## config.mk

```make
export PLATFORM = sky130hd
export DESIGN_NAME = fetch_stage_flat
export DESIGN_NICKNAME = d
export VERILOG_FILES = /design/src/rtl/fetch_stage_if.sv /design/src/rtl/fetch_stage.sv /design/src/flat_wrapper.sv
export SDC_FILE = /design/constraint.sdc
export NUM_CORES = 1
export LEC_CHECK = 0
export CAP_MARGIN = 15
export CORE_MARGIN = 3
export CORE_UTILIZATION = 44
export DETAILED_ROUTE_END_ITERATION = 7
export PLACE_DENSITY_LB_ADDON = 0.25
export SLEW_MARGIN = 15
export SYNTH_ARGS = -nofsm -noshare
export SYNTH_HDL_FRONTEND = slang
export SYNTH_SLANG_ARGS = --single-unit
```

## constraint.sdc

```tcl
create_clock -name clk -period 2 [get_ports clk]
set_clock_uncertainty 0.15 [all_clocks]
set_input_delay 0.4 -clock clk [delete_from_list [all_inputs] [get_ports clk]]
set_output_delay 0.4 -clock clk [all_outputs]
set_load 0.005 [all_outputs]
```

## src/rtl/fetch_stage_if.sv

```systemverilog
// Instruction-memory fetch bus.
// The fetch stage (master) drives imem_addr. The memory (slave) returns
// imem_rdata together with imem_ready, which marks imem_rdata as valid
// for the current imem_addr.
interface fetch_stage_if #(
  parameter int unsigned ADDR_W = 32,
  parameter int unsigned DATA_W = 32
) ();
  logic [ADDR_W-1:0] imem_addr;
  logic [DATA_W-1:0] imem_rdata;
  logic              imem_ready;

  modport master (
    output imem_addr,
    input  imem_rdata,
    input  imem_ready
  );

  modport slave (
    input  imem_addr,
    output imem_rdata,
    output imem_ready
  );
endinterface

```

## src/rtl/fetch_stage.sv

```systemverilog
// Instruction-fetch stage with the IF/ID pipeline register.
// It keeps the PC/nPC pair for the delayed-branch scheme and follows the
// hazard unit's stall controls. A redirect that arrives while fetch is frozen
// is held until the next advance. Saturating stall and memory-wait counters
// are kept for debug.
// Ports:
//   clk, reset_n          clock and asynchronous active-low reset
//   pc_enable             0 freezes PC/nPC
//   load_enable           0 holds the IF/ID register
//   branch_taken/_target  redirect request from decode
//   imem                  instruction-memory bus (master side)
//   pc, npc               current fetch PC and its delay-slot successor
//   if_id_instr/_pc/_valid  IF/ID register presented to decode
//   fetch_state           00 BOOT, 01 RUN, 10 STALL, 11 MEM_WAIT
//   stall_count           saturating count of cycles with pc_enable=0
//   memwait_count         saturating count of cycles with imem_ready=0
module fetch_stage #(
  parameter int unsigned       ADDR_W   = 32,
  parameter int unsigned       DATA_W   = 32,
  parameter int unsigned       CNT_W    = 16,
  parameter logic [ADDR_W-1:0] RESET_PC = '0
) (
  input  logic              clk,
  input  logic              reset_n,
  input  logic              pc_enable,
  input  logic              load_enable,
  input  logic              branch_taken,
  input  logic [ADDR_W-1:0] branch_target,
  fetch_stage_if.master     imem,
  output logic [ADDR_W-1:0] pc,
  output logic [ADDR_W-1:0] npc,
  output logic [DATA_W-1:0] if_id_instr,
  output logic [ADDR_W-1:0] if_id_pc,
  output logic              if_id_valid,
  output logic [1:0]        fetch_state,
  output logic [CNT_W-1:0]  stall_count,
  output logic [CNT_W-1:0]  memwait_count
);

  typedef enum logic [1:0] {
    StBoot    = 2'b00,
    StRun     = 2'b01,
    StStall   = 2'b10,
    StMemWait = 2'b11
  } state_e;

  state_e            state_q, state_d;
  logic [ADDR_W-1:0] pc_q, pc_d;
  logic [ADDR_W-1:0] npc_q, npc_d;
  logic              pending_q, pending_d;
  logic [ADDR_W-1:0] pending_target_q, pending_target_d;
  logic [DATA_W-1:0] instr_q, instr_d;
  logic [ADDR_W-1:0] if_id_pc_q, if_id_pc_d;
  logic              valid_q, valid_d;
  logic [CNT_W-1:0]  stall_cnt_q, stall_cnt_d;
  logic [CNT_W-1:0]  memwait_cnt_q, memwait_cnt_d;

  logic              advance;
  logic              redirect;
  logic [ADDR_W-1:0] redirect_target;

  assign advance  = pc_enable & imem.imem_ready & (state_q != StBoot);
  // A live branch_taken takes priority over a redirect latched during a stall.
  assign redirect        = branch_taken | pending_q;
  assign redirect_target = branch_taken ? branch_target : pending_target_q;

  always_comb begin
    pc_d             = pc_q;
    npc_d            = npc_q;
    pending_d        = pending_q;
    pending_target_d = pending_target_q;
    instr_d          = instr_q;
    if_id_pc_d       = if_id_pc_q;
    valid_d          = valid_q;
    stall_cnt_d      = stall_cnt_q;
    memwait_cnt_d    = memwait_cnt_q;
    state_d          = state_q;

    // PC/nPC: the branch lands after one delay-slot instruction.
    if (advance) begin
      pc_d      = npc_q;
      npc_d     = redirect ? redirect_target : npc_q + ADDR_W'(4);
      pending_d = 1'b0;
    end else if (branch_taken) begin
      pending_d        = 1'b1;
      pending_target_d = branch_target;
    end

    // IF/ID register; a missing instruction becomes a NOP bubble.
    if (state_q != StBoot && load_enable) begin
      if_id_pc_d = pc_q;
      if (imem.imem_ready) begin
        instr_d = imem.imem_rdata;
        valid_d = 1'b1;
      end else begin
        instr_d = '0;
        valid_d = 1'b0;
      end
    end

    if (state_q != StBoot) begin
      if (!pc_enable && stall_cnt_q != '1) begin
        stall_cnt_d = stall_cnt_q + CNT_W'(1);
      end
      if (!imem.imem_ready && memwait_cnt_q != '1) begin
        memwait_cnt_d = memwait_cnt_q + CNT_W'(1);
      end
    end

    unique case (state_q)
      StBoot: state_d = StRun;
      StRun, StStall, StMemWait: begin
        if (!imem.imem_ready)  state_d = StMemWait;
        else if (!pc_enable)   state_d = StStall;
        else                   state_d = StRun;
      end
      default: state_d = StBoot;
    endcase
  end

  always_ff @(posedge clk or negedge reset_n) begin
    if (!reset_n) begin
      state_q          <= StBoot;
      pc_q             <= RESET_PC;
      npc_q            <= RESET_PC + ADDR_W'(4);
      pending_q        <= 1'b0;
      pending_target_q <= '0;
      instr_q          <= '0;
      if_id_pc_q       <= '0;
      valid_q          <= 1'b0;
      stall_cnt_q      <= '0;
      memwait_cnt_q    <= '0;
    end else begin
      state_q          <= state_d;
      pc_q             <= pc_d;
      npc_q            <= npc_d;
      pending_q        <= pending_d;
      pending_target_q <= pending_target_d;
      instr_q          <= instr_d;
      if_id_pc_q       <= if_id_pc_d;
      valid_q          <= valid_d;
      stall_cnt_q      <= stall_cnt_d;
      memwait_cnt_q    <= memwait_cnt_d;
    end
  end

  assign imem.imem_addr = pc_q;
  assign pc             = pc_q;
  assign npc            = npc_q;
  assign if_id_instr    = instr_q;
  assign if_id_pc       = if_id_pc_q;
  assign if_id_valid    = valid_q;
  assign fetch_state    = state_q;
  assign stall_count    = stall_cnt_q;
  assign memwait_count  = memwait_cnt_q;

endmodule

```

## src/flat_wrapper.sv

```systemverilog
// flat-port wrapper written by rule: the top's interface ports become plain ports
module fetch_stage_flat 
#(
  parameter int unsigned       ADDR_W   = 32,
  parameter int unsigned       DATA_W   = 32,
  parameter int unsigned       CNT_W    = 16,
  parameter logic [ADDR_W-1:0] RESET_PC = '0
)
  (clk, reset_n, pc_enable, load_enable, branch_taken, branch_target, pc, npc, if_id_instr, if_id_pc, if_id_valid, fetch_state, stall_count, memwait_count, imem_imem_addr, imem_imem_rdata, imem_imem_ready);
  fetch_stage_if #(.ADDR_W(ADDR_W), .DATA_W(DATA_W)) imem_i ();
  input  logic clk;
  input  logic reset_n;
  input  logic pc_enable;
  input  logic load_enable;
  input  logic branch_taken;
  input  logic [ADDR_W-1:0] branch_target;
  output logic [ADDR_W-1:0] pc;
  output logic [ADDR_W-1:0] npc;
  output logic [DATA_W-1:0] if_id_instr;
  output logic [ADDR_W-1:0] if_id_pc;
  output logic if_id_valid;
  output logic [1:0] fetch_state;
  output logic [CNT_W-1:0] stall_count;
  output logic [CNT_W-1:0] memwait_count;
  output wire logic [$bits(imem_i.imem_addr)-1:0] imem_imem_addr;
  input wire logic [$bits(imem_i.imem_rdata)-1:0] imem_imem_rdata;
  input wire logic [$bits(imem_i.imem_ready)-1:0] imem_imem_ready;
  assign imem_imem_addr = imem_i.imem_addr;
  assign imem_i.imem_rdata = imem_imem_rdata;
  assign imem_i.imem_ready = imem_imem_ready;
  fetch_stage #(.ADDR_W(ADDR_W), .DATA_W(DATA_W), .CNT_W(CNT_W), .RESET_PC(RESET_PC)) u_core (.clk(clk), .reset_n(reset_n), .pc_enable(pc_enable), .load_enable(load_enable), .branch_taken(branch_taken), .branch_target(branch_target), .imem(imem_i), .pc(pc), .npc(npc), .if_id_instr(if_id_instr), .if_id_pc(if_id_pc), .if_id_valid(if_id_valid), .fetch_state(fetch_state), .stall_count(stall_count), .memwait_count(memwait_count));
endmodule
```

==> results.txt, run 1 <==
In this run, synthesis inferred 0 flip-flops with an integrated enable. Yosys attributes the largest share of cell area to dfrtp_1, nand2_1, mux2_2, o21ai_0, a21oi_1. The compound-gate portion of the synthesized area came out at 11.3%.

In the synthesized netlist the async set-or-reset flop fraction comes to 100%. The synthesized area per cell is 9.85 um2. Among all flip-flop cells after synthesis, the most frequent one is dfrtp_1. After synthesis the netlist holds a flip-flop and latch count of 196. By startpoint and endpoint, the worst setup path is classified as reg2out.

The total half-perimeter wirelength after legalization and detailed placement came out at 20,100 um. Measured against its own limit, the worst slew margin works out to 68.1%. Port buffering added 264 buffers. The category of cells accounting for the largest share of critical-path delay is buffers and inverters.

The maximum fanout along the worst path came out at 5. The clock network latency to the later pin of the worst-skew pair is 430 ps. The total power draw is 13.1 mW. After synthesis, the largest family of logic cells by area is simple AND/OR/NAND/NOR gates.

The routed via count divided by cell count is 5.40. The sum of routed wire segments on met1 is 11,900 um. The upper clock frequency limit came out at 0.509 GHz. In this run the horizontal extent of the chip is 152 um. The signal arrival time at the worst endpoint is 1420 ps.

The final core utilization came out at 66.5%. The wire length of the first global-routing pass is 43,100 um. The type of the most critical hold path is reg2reg.

The initial antenna violation count came out at 0. For the worst setup path, the data required time is 1450 ps. Once detail routing completed, the nets flagged for antenna violations numbered 0. The die covers 23,000 um2. The placer's final routability congestion estimate is 0.902. The number of hold violations in the final report is 0. The buffering stage count on the worst path with inverters included is 1. The floorplan has 52 rows. The number of sinks handled by clock tree synthesis is 196. Clock-pin slew was measured on the worst setup and hold paths at 80 ps. The number of diodes added for antenna fixing came out at 0. The number of setup violations in the final report came out at 0. Among all stages on the critical path, the largest delay is contributed by clkdlybuf4s50_1. From bottom edge to top edge, the die measures 152 um.

For this configuration, the core starts out at a cell density of 45.5%. The pre-antenna-repair detailed-routing pass consisted of 7 iterations. In this run the power density over the cells is 958 nW/um2. The first-iteration detailed-routing DRC count came out at 614.

The maximum single-stage delay on the critical path is 540 ps. The number of H-tree levels is 4. The largest net degree at the start of global routing came out at 52. The cell count after synthesis came out at 949.

Setup repair after global routing could not meet its margin everywhere. The number of global-route vias before repair came out at 8,034. The portion of netlist area occupied by mux cells came out at 8.60%. The routed design uses 13,300 um of met2 wire. The sum of negative setup slack came out at 0 ps. The top-area cell type share of the netlist area came out at 52.2%. The worst hold path stage count is 2. The total count of max-transition violations in the final report is 0. The worst-case clock buffer depth is 2.

After the flow finishes, the layout carries non-filler instances totaling 1,535. After global routing the overflow that remains totals 0. Summing the areas of all xor and xnor instances in the mapped netlist gives 2.62% of the synthesized area.

The synthesized netlist net count is 1,022. The number of distinct library cell variants in the gate-level netlist after synthesis is 60. The average wire per standard cell came out at 18.0 um. The yosys synthesis warning count is 0.

During I/O placement, the number of pins put on the boundary was 265. The worst setup path is captured at a primary output. The cell area after technology mapping is 9350 um2.

The worst reg-to-reg path cell count is 5. The top metal layer carrying routed signals is met4. The finished layout cell area is 13,700 um2.

The placeable core region came out at 20,600 um2. The TritonCTS clock tree is built. The basic-gate share of the synthesized area counting and, or, nand and nor cells is 18.8%. The CTS buffer count came out at 17.

In this run the number of cells on the critical path is 1. The final layout net count came out at 1,325. The adder-cell area share of the yosys netlist is 0.401%.

The max-capacitance violation count is 0. The overall routing resource usage came out at 23.8%. Detailed routing placed a total of 2050 um of wire on met3.

Of the synthesized area, sequential elements account for 52.5%. The worst setup path is launched from a flip-flop. The cell sitting at the root of the clock tree is a clkbuf_16. The number of cells in the design after placement came out at 1,476. The analysis attributes to cell leakage a power of 5.96 nW. The signal on the critical path passes through clkdlybuf4s50_1.

At the pin with the least slew margin, the transition time is 478 ps. The share of cells above drive strength 1 came out at 20.9%. The biggest area contributor in the post-synthesis netlist is dfrtp_1. The worst path uses 98.3% of the clock period. The minimum period implied by the final worst setup slack is 1970 ps. The flow ran to the end, and the final reports show no timing, DRC or antenna violations. Across the VDD grid, the largest voltage drop is 0.000589 V. Compared with the post-synthesis result, the final layout area differs by 46.2%. The final routed wirelength across all metal layers is 27,600 um. The via count of the routed design is 8,290. The total placed instance area came out at 12,600 um2. In the routed design, unresolved DRC markers number 0.
registers in the layout, summed over array words and instances, names as in the netlist:
name	cells
u_core.fetch_state	2
u_core.if_id_instr	32
u_core.if_id_pc	32
u_core.if_id_valid	1
u_core.imem.imem_addr	32
u_core.memwait_count	16
u_core.npc	32
u_core.pending_q	1
u_core.pending_target_q	32
u_core.stall_count	16
cells in the mapped netlist (16+ instances only):
library cell and instances:
dfrtp_1 195, nand4_1 25, clkbuf_1 32, nand3_1 32, buf_4 32, xnor2_1 17, mux2_2 59, nor2_1 39
nand2_1 195, and3_1 16, a21oi_1 48, o21ai_0 57, buf_2 22
placed cells by master (no fill, tap or decap), types with 25 or more instances in the layout:
cell type,Yosys,routed
nand2_1,195,194
nand4_1,25,25
buf_4,32,97
mux2_2,59,59
dfrtp_2,0,26
o21ai_0,57,57
a21oi_1,48,48
clkdlybuf4s50_1,0,237
nor2_1,39,39
nand3_1,32,28
dfrtp_1,195,169
area by class of cell:
cell class	instances	area [um2]
fill	1656	6890
inverter	8	30.0
timing repair buffer	379	3690
multi-input combinational	650	4090
sequential	196	4940
clock buffer	19	453
clock inverter	13	144
tap	270	338
cells by family after synthesis:
kind of cell	count (synthesis)
compound gates	170
fa+ha+maj	3
xor+xnor	28
buf+inv	103
mux	73
flops	196
simple gates	376
metal layers:
layer  track usage (%)  vias to the layer above
li1                  -                     3904
met1              32.4                     4016
met2              39.6                      336
met3              4.58                       34
met4              6.06                        0
met5                 0                        -
worst min-delay path: cells and delay by family (launching register included):
family	cells	cell delay [ps]
DFF	1	340
AOI/OAI and AO/OA	1	60
and+or+nand+nor	1	40
path summary, 6_finish.rpt:
path	start	end	slack [ps]
hold reg to reg	u_core.if_id_instr[2]$_DFFE_PN0P_	u_core.if_id_instr[2]$_DFFE_PN0P_	330
hold / removal	u_core.if_id_instr[2]$_DFFE_PN0P_	u_core.if_id_instr[2]$_DFFE_PN0P_	330
min in group asynchronous	reset_n	u_core.if_id_pc[11]$_DFFE_PN0P_	360
setup reg to reg	u_core.npc[22]$_DFFE_PN0P_	u_core.npc[28]$_DFFE_PN0P_	40
setup / recovery	u_core.stall_count[8]$_DFFE_PN0P_	stall_count[8]	30
max in group asynchronous	reset_n	u_core.imem.imem_addr[13]$_DFFE_PN0P_	710
where the power goes:
group	internal [mW]	switching (mW)
combinational	2.51	1.71
clock	1.83	1.62
sequential	4.75	0.666
metrics by stage:
| step | hold WS (ps) | setup WS (ps) |
|---|---|---|
| after global placement | 250 | -259 |
| after CTS | 337 | 0.224 |
| after detailed placement | 251 | -328 |
| after floorplan | -45.6 | 26.4 |
| final | 331 | 33.4 |
| after global routing | 362 | -15.9 |
what timing repair did:
item / 4_1_cts / 5_1_grt
hold buffers: 1 / 0
setup endpoints to repair: 40 / 56
buffers inserted: 18 / 8
hold endpoints to repair: 43 / 0
gates resized for setup: 33 / 51
pin swaps: 1 / 3
(Power assumes the default switching activity.)
==> run 2, diff against run 1 <==
- ABC_AREA: default -> 1
==> results.txt, run 2 <==
Sorting the synthesized cells by area gives the leading types as dfrtp_1, nand2_1, o21ai_0, inv_1, nor2_1. The remaining design rule violation count came out at 0 (unchanged). Walking the worst path, the cells encountered are clkdlybuf4s50_1. The worst-case clock buffer depth is 2 (unchanged).

The total count of max-transition violations in the final report came to 0 (unchanged). The portion of the clock cycle consumed by the worst path in the final layout is 98.6% (+0.27 points). The power per cell area is 924 nW/um2 (-3.5%). The library cell used most frequently in the layout, excluding fill and tap cells, is nand2_1. The number of synthesized flops with an enable pin came out at 0 (unchanged). The portion of total power attributed to combinational logic came out at 29.4% (-2.8 points). Counting instances in the post-synthesis netlist gives the leading cell types as nand2_1, dfrtp_1, o21ai_0. The max-capacitance violation count came out at 0 (unchanged). The cell count after synthesis came out at 1,265 (+33%). The endpoint identified for the worst register-to-register timing path is u_core.npc[14]$_DFFE_PN0P_. The placer's final routability congestion estimate came out at 0.933 (+3.5%). The part of the total power dissipated in the clock network came out at 27.6% (+1.2 points). The number of cells in the finished layout apart from fillers came out at 1,818 (+18%).

The first-iteration detailed-routing DRC count is 716 (+17%). The min-delay analysis places its worst path in the category in2async. The setup slack after placement is -51.2 ps (+276 ps).

The share of flip-flops with an asynchronous set or reset after synthesis came out at 100% (unchanged). The category of cells accounting for the largest share of critical-path delay is buffers and inverters. The startpoint identified for the worst register-to-register timing path is u_core.npc[2]$_DFFE_PN1P_. The number of global-route vias before repair came out at 8,478 (+5.5%). The first-pass iteration count of the detailed router came to 6 (-1). The die span in y came out at 155 um (+2.2%). The synthesized area per cell came to 7.73 um2 (-22%). The minimum period implied by the final worst setup slack is 1970 ps (+5.34 ps). The most used flip-flop cell after synthesis is dfrtp_1. The total die area is 24,100 um2 (+4.4%). The top-area cell type share of the netlist area came out at 49.9% (-2.3 points). The tightest slew margin relative to the limit came out at 64.8% (-3.3 points). The final layout net count is 1,603 (+21%). The via count of the routed design is 9,163 (+11%). The sequential fraction of design power is 43.0% (+1.6 points). The maximum single-stage delay on the critical path is 530 ps (about the same). The average wire per standard cell came to 15.6 um (-13%). The cell internal power dissipation came out at 8.60 mW (-5.5%).

The signal arrival time at the worst endpoint was 1420 ps (about the same). The clock-pin slew on the worst setup and hold paths came out at 80 ps (about the same). Of all cell types, the one taking the most synthesized area is dfrtp_1. The synthesized netlist net count came to 1,338 (+31%). The worst-case register-to-register setup slack is 60 ps (+20 ps).

The cell sitting at the root of the clock tree is a clkbuf_16. The library cells used most frequently in the layout, excluding fill and tap cells, are nand2_1, clkdlybuf4s50_1, o21ai_0. The fraction of power spent switching nets came to 31.6% (+1.1 points).

The number of diodes added for antenna fixing came out at 0 (unchanged). The total leakage power came out at 6.26 nW (+5.0%). The final core utilization is 63.5% (-3.0 points). The cell area after technology mapping is 9780 um2 (+4.6%). The total placed instance area came to 12,800 um2 (+0.90%). The effective utilization at floorplan is 45.7% (+0.18 points). The cell row count came out at 53 (+1.9%). The worst reg-to-reg path cell count came out at 8 (+3). The boundary pin count is 265 (unchanged). The number of setup violations in the final report came out at 0 (unchanged). The overall routing resource usage is 23.1% (-0.76 points).

The clock network latency to the later pin of the worst-skew pair came out at 440 ps (about the same). The count of input and output buffers is 264 (unchanged). The placeable core region came out at 21,400 um2 (+4.2%). The number of H-tree levels came out at 4 (unchanged).

The initial antenna violation count is 0 (unchanged). The wire length of the first global-routing pass came out at 44,800 um (+3.9%). The remaining global-route overflow is 0 (unchanged). The net switching power is 3.97 mW (-0.73%). The worst setup path is captured at a primary output.

The pin slew with the least headroom to its limit is 522 ps (+44.5 ps). The worst setup path is of the reg2out kind. The largest net degree at the start of global routing came out at 82 (+58%). The yosys synthesis warning count came to 0 (unchanged). The final routed wirelength across all metal layers came out at 28,300 um (+2.6%). TritonCTS built the clock tree. The share of synthesized area occupied by flip-flops and latches is 50.2% (-2.3 points).

The CTS buffer count is 17 (unchanged). The share of cells above drive strength 1 is 12.1% (-8.9 points). The number of hold violations in the final report is 0 (unchanged).

The number of sinks handled by clock tree synthesis came to 196 (unchanged). The count of nets left with antenna violations after detail routing came to 0 (unchanged). The routed via count divided by cell count is 5.04 (-6.7%). The buffering stage count on the worst path with inverters included is 1 (unchanged). The run finished with clean final reports. The maximum fanout along the worst path is 7 (+2). The finished layout cell area is 13,600 um2 (-0.55%). The endpoint required time on the critical path was 1450 ps (about the same).

The number of cells in the design after placement came out at 1,769 (+20%). The synthesis-to-layout area growth came out at 39.1%. The register bit total from synthesis is 196 (unchanged). The upper clock frequency limit is 0.507 GHz (-0.27%). The slack of the critical path came out at 28.1 ps (-5.34 ps). The number of distinct library cell variants in the gate-level netlist after synthesis is 37 (-38%). Yosys instantiated no cell more often than nand2_1. The cell with the biggest individual delay on the critical path is clkdlybuf4s50_1. The overall die width came out at 155 um (+2.2%). STA classifies the critical path startpoint as a flip-flop. The total half-perimeter wirelength after legalization and detailed placement is 21,100 um (+4.5%). The maximum vdd drop came to 0.000520 V (-12%).
==> run 2: cell count changes in the layout (fill, tap and decap cells not counted), moves of 13 or more <==
cell	change
nor2_1	+38
nand4_1	-13
o21ai_0	+100
and3_1	-14
dfrtp_2	+16
nand3_1	+27
nand2_1	+268
a21oi_1	-43
buf_4	-45
dfrtp_1	-16
inv_1	+106
mux2_2	-59
clkdlybuf4s50_1	+20
==> run 2: repair_timing <==
item                       4_1_cts  5_1_grt
hold buffers                     1        0
hold endpoints to repair        45        0
pin swaps                        0        1
setup buffers                    4       12
gates resized for setup         21       37
setup endpoints to repair       25       60
==> run 2: cells by family (layout without fill, tap and decap cells) <==
family	count (synthesis)	count (layout)	share of synthesized area [%]
xor+xnor	23	23	2.06
buf+inv	205	483	9.79
compound gates	180	180	9.71
simple gates	654	654	27.5
mux	4	4	0.409
flops	196	196	50.2
fa+ha+maj	3	3	0.384
==> run 2: routing by layer <==
metal  wire length (um)  vias up  track usage, %
li1                   -     4468               -
met1              12300     4318            32.3
met2              13600      330            37.4
met3               1850       47            3.37
met4                578        0            7.02
met5                  0        -               0
==> run 2: metrics by stage <==
stage          setup TNS (ps)  hold WS, ps  total power [mW]
6_report                    0          317              12.6
2_1_floorplan               0        -45.6              6.80
4_1_cts                     0          329              12.5
3_5_place_dp             -138          228              9.03
3_3_place_gp                0          227              8.95
5_1_grt                 -39.3          343              13.3
==> run 2: how the worst max path moves through the flow <==
stage,startpoint,end,slack [ps],cells past startpoint
4_1_cts,u_core.npc[9]$_DFFE_PN0P_,npc[9],0.9,1
6_report,u_core.npc[26]$_DFFE_PN0P_,npc[26],30,1
2_1_floorplan,u_core.npc[2]$_DFFE_PN1P_,u_core.npc[18]$_DFFE_PN0P_,230,8
3_5_place_dp,imem_imem_ready,u_core.npc[15]$_DFFE_PN0P_,-50,9
5_1_grt,u_core.npc[2]$_DFFE_PN1P_,u_core.npc[30]$_DFFE_PN0P_,-20,10
3_3_place_gp,imem_imem_ready,u_core.npc[13]$_DFFE_PN0P_,10,9
==> run 2: area by class of cell <==
cell class,count,area (um2)
Clock buffer,19,453
Clock inverter,13,141
Fill cell,1858,7820
Inverter,122,460
Multi-Input combinational cell,864,3970
Sequential cell,196,4960
Tap cell,275,344
Timing Repair Buffer,329,3270
==> run 2: worst reg2reg max path, cell delays in order (launching register included) <==
cell and delay, ps:
dfstp_2 560, ha_1 170, inv_1 90, nor2_4 200, inv_1 110, o21ai_0 280
nand3_1 140, nand3_1 90, nand2_1 50
==> run 2: power groups by stage <==
stage / registers (mW) / clock network (mW) / logic [mW]
6_report: 5.41 / 3.47 / 3.69
5_1_grt: 5.52 / 3.69 / 4.06
4_1_cts: 5.41 / 3.53 / 3.60
3_5_place_dp: 5.48 / 0 / 3.55
3_3_place_gp: 5.46 / 0 / 3.49
2_1_floorplan: 5.32 / 0 / 1.48
==> run 3, diff against run 2 <==
- CORE_MARGIN: 3 -> 5
- PLACE_DENSITY: default -> 0.77
- PLACE_DENSITY_LB_ADDON: 0.25 -> default
==> results.txt, run 3 (same netlist as run 2, synthesis figures left out) <==
The flow ran to the end, and the final reports show no timing, DRC or antenna violations. The worst-case register-to-register setup slack is 100 ps (+40 ps). The clock network latency to the later pin of the worst-skew pair came out at 440 ps (about the same). The worst hold slack across all endpoints came out at 332 ps (+14.6 ps). The final layout net count came to 1,611 (+0.50%).

The endpoint required time on the critical path came out at 1450 ps (about the same). The number of setup violations in the final report is 0 (unchanged). The via count of the routed design is 9,169 (+0.065%). The power per cell area came out at 930 nW/um2 (+0.59%). The tightest slew margin relative to the limit was 63.5% (-1.3 points). The portion of total power attributed to combinational logic is 29.3% (about the same). The total half-perimeter wirelength after legalization and detailed placement is 21,600 um (+2.5%). The pin slew with the least headroom to its limit is 548 ps (+25.1 ps). The number of H-tree levels came out at 4 (unchanged). The first-pass iteration count of the detailed router came to 7 (+1). The critical path start-end classification is reg2out. The average wire per standard cell is 15.5 um (-0.77%). The max-capacitance violation count came out at 0 (unchanged). The net switching power is 3.93 mW (-0.98%). The finished layout cell area came out at 13,700 um2 (+0.61%). STA classifies the critical path startpoint as a flip-flop. The number of sinks handled by clock tree synthesis is 196 (unchanged). The maximum fanout along the worst path is 4 (-3). The path class of the tightest hold or removal check is reg2reg.

The signal arrival time at the worst endpoint came to 1410 ps (about the same). The cell row count came out at 54 (+1.9%). The slack of the critical path is 45.0 ps (+16.9 ps). The library cells used most frequently in the layout, excluding fill and tap cells, are nand2_1, clkdlybuf4s50_1, o21ai_0. The remaining global-route overflow is 0 (unchanged). The upper clock frequency limit came out at 0.512 GHz (+0.86%).

The start point of the worst min-delay path is u_core.if_id_pc[21]$_DFFE_PN0P_. The remaining design rule violation count is 0 (unchanged). Broken down by cell family, the worst path's largest delay share belongs to buffers and inverters.

The maximum single-stage delay on the critical path came out at 540 ps (about the same). The origin of the worst setup path is u_core.imem.imem_addr[23]$_DFFE_PN0P_. The critical path capture point type is a primary output.

The largest net degree at the start of global routing was 68 (-17%). The cell with the biggest individual delay on the critical path is clkdlybuf4s50_1. The part of the total power dissipated in the clock network came out at 28.1% (+0.5 points). The number of hold violations in the final report came to 0 (unchanged). The wire length of the first global-routing pass came out at 46,000 um (+2.7%). The portion of the clock cycle consumed by the worst path in the final layout came out at 97.8% (-0.84 points).

The number of global-route vias before repair came to 8,710 (+2.7%). The placer's final routability congestion estimate is 0.931 (-0.18%). The number of diodes added for antenna fixing came out at 0 (unchanged). The total power draw is 12.7 mW (+1.2%). The buffering stage count on the worst path with inverters included came out at 1 (unchanged). The number of cells in the finished layout apart from fillers is 1,831 (+0.72%). The count of nets left with antenna violations after detail routing came out at 0 (unchanged). The total placed instance area is 12,900 um2 (+0.74%). The maximum vdd drop came out at 0.000542 V (+4.2%). The minimum period implied by the final worst setup slack came out at 1960 ps (-16.9 ps). For hold timing, the worst endpoint is u_core.if_id_pc[21]$_DFFE_PN0P_. The worst-case clock buffer depth is 2 (unchanged). The signal on the critical path passes through clkdlybuf4s50_1. The overall die width came out at 159 um (+2.6%). The die span in y came out at 159 um (+2.6%).

The worst reg-to-reg path cell count is 8 (unchanged). The synthesis-to-layout area growth is 39.9%. The sequential fraction of design power is 42.6% (-0.4 points). The worst hold path stage count came out at 2. The clock-pin slew on the worst setup and hold paths came out at 70 ps (about the same).

The final core utilization is 62.7% (-0.80 points). The count of input and output buffers came to 264 (unchanged). The effective utilization at floorplan is 44.8% (-0.85 points). The total count of max-transition violations in the final report is 0 (unchanged). The placeable core region is 21,800 um2 (+1.9%). The number of cells in the design after placement came to 1,779 (+0.57%).

The cell at the root of the clock tree is clkbuf_16. The cell internal power dissipation came out at 8.79 mW (+2.2%). The count of fill cells added during filler insertion is 1,884 (+1.4%). The first-iteration detailed-routing DRC count came out at 558 (-22%). The CTS buffer count is 17 (unchanged).

The most frequent standard cell in the layout excluding fill and tap cells is nand2_1. The total leakage power is 6.33 nW (+1.1%). The boundary pin count came to 265 (unchanged).

The setup slack after placement came out at -119 ps (-67.9 ps). The overall routing resource usage is 22.0% (-1.1 points). The TritonCTS clock tree is built.

Setup repair after global routing could not meet its margin everywhere. The initial antenna violation count came out at 0 (unchanged). The total die area was 25,300 um2 (+5.2%). The share of cells above drive strength 1 was 12.5% (+0.45 points). The endpoint identified for the worst register-to-register timing path is u_core.npc[17]$_DFFE_PN0P_. The sum of negative setup slack is 0 ps (unchanged). The final routed wirelength across all metal layers is 28,300 um (about the same). The routed via count divided by cell count was 5.01 (-0.64%). The fraction of power spent switching nets came out at 30.9% (-0.68 points). The startpoint identified for the worst register-to-register timing path is u_core.npc[2]$_DFFE_PN1P_.
run 3: repair_timing:
item,in CTS,in global routing
endpoints found under the hold margin,47,0
gates resized for setup,31,27
hold buffers,1,0
endpoints found under the setup margin,38,47
setup buffers,3,16
run 3: cell type report:
| cell class | instances | area [um2] | area share [%] |
|---|---|---|---|
| Clock buffer | 18 | 429 | 3.14 |
| Clock inverter | 14 | 173 | 1.26 |
| Inverter | 122 | 460 | 3.37 |
| Multi-Input combinational cell | 864 | 3940 | 28.8 |
| Sequential cell | 196 | 4960 | 36.3 |
| Tap cell | 280 | 350 | 2.56 |
| Timing Repair Buffer | 337 | 3370 | 24.6 |
run 3: per-layer routing:
metal / part of all wire, % / vias up / wire (um) / global-route usage, %
met5: 0 / - / 0 / 0
li1: - / 4489 / - / -
met3: 5.9 / 49 / 1680 / 4.79
met2: 47 / 318 / 13400 / 35.7
met1: 44 / 4313 / 12500 / 29.7
met4: 2.6 / 0 / 723 / 6.79
run 3: worst max path at each step:
| stage | endpoint | slack (ps) | depth (start not counted) |
|---|---|---|---|
| final | imem_imem_addr[23] | 40 | 1 |
| after global routing | u_core.npc[23]$_DFFE_PN0P_ | -4 | 10 |
| after CTS | pc[7] | 0.07 | 1 |
| after detailed placement | u_core.npc[9]$_DFFE_PN0P_ | -120 | 9 |
| after global placement | u_core.npc[25]$_DFFE_PN0P_ | -70 | 9 |
| after floorplan | u_core.npc[18]$_DFFE_PN0P_ | 230 | 8 |
run 3: power groups by stage:
stage               registers [mW]  logic (mW)  clock network [mW]
CTS                           5.42        3.62                3.62
global placement              5.46        3.52                   0
finish                        5.41        3.73                3.57
detailed placement            5.48        3.59                   0
floorplan                     5.32        1.48                   0
global route                  5.52        4.10                3.78
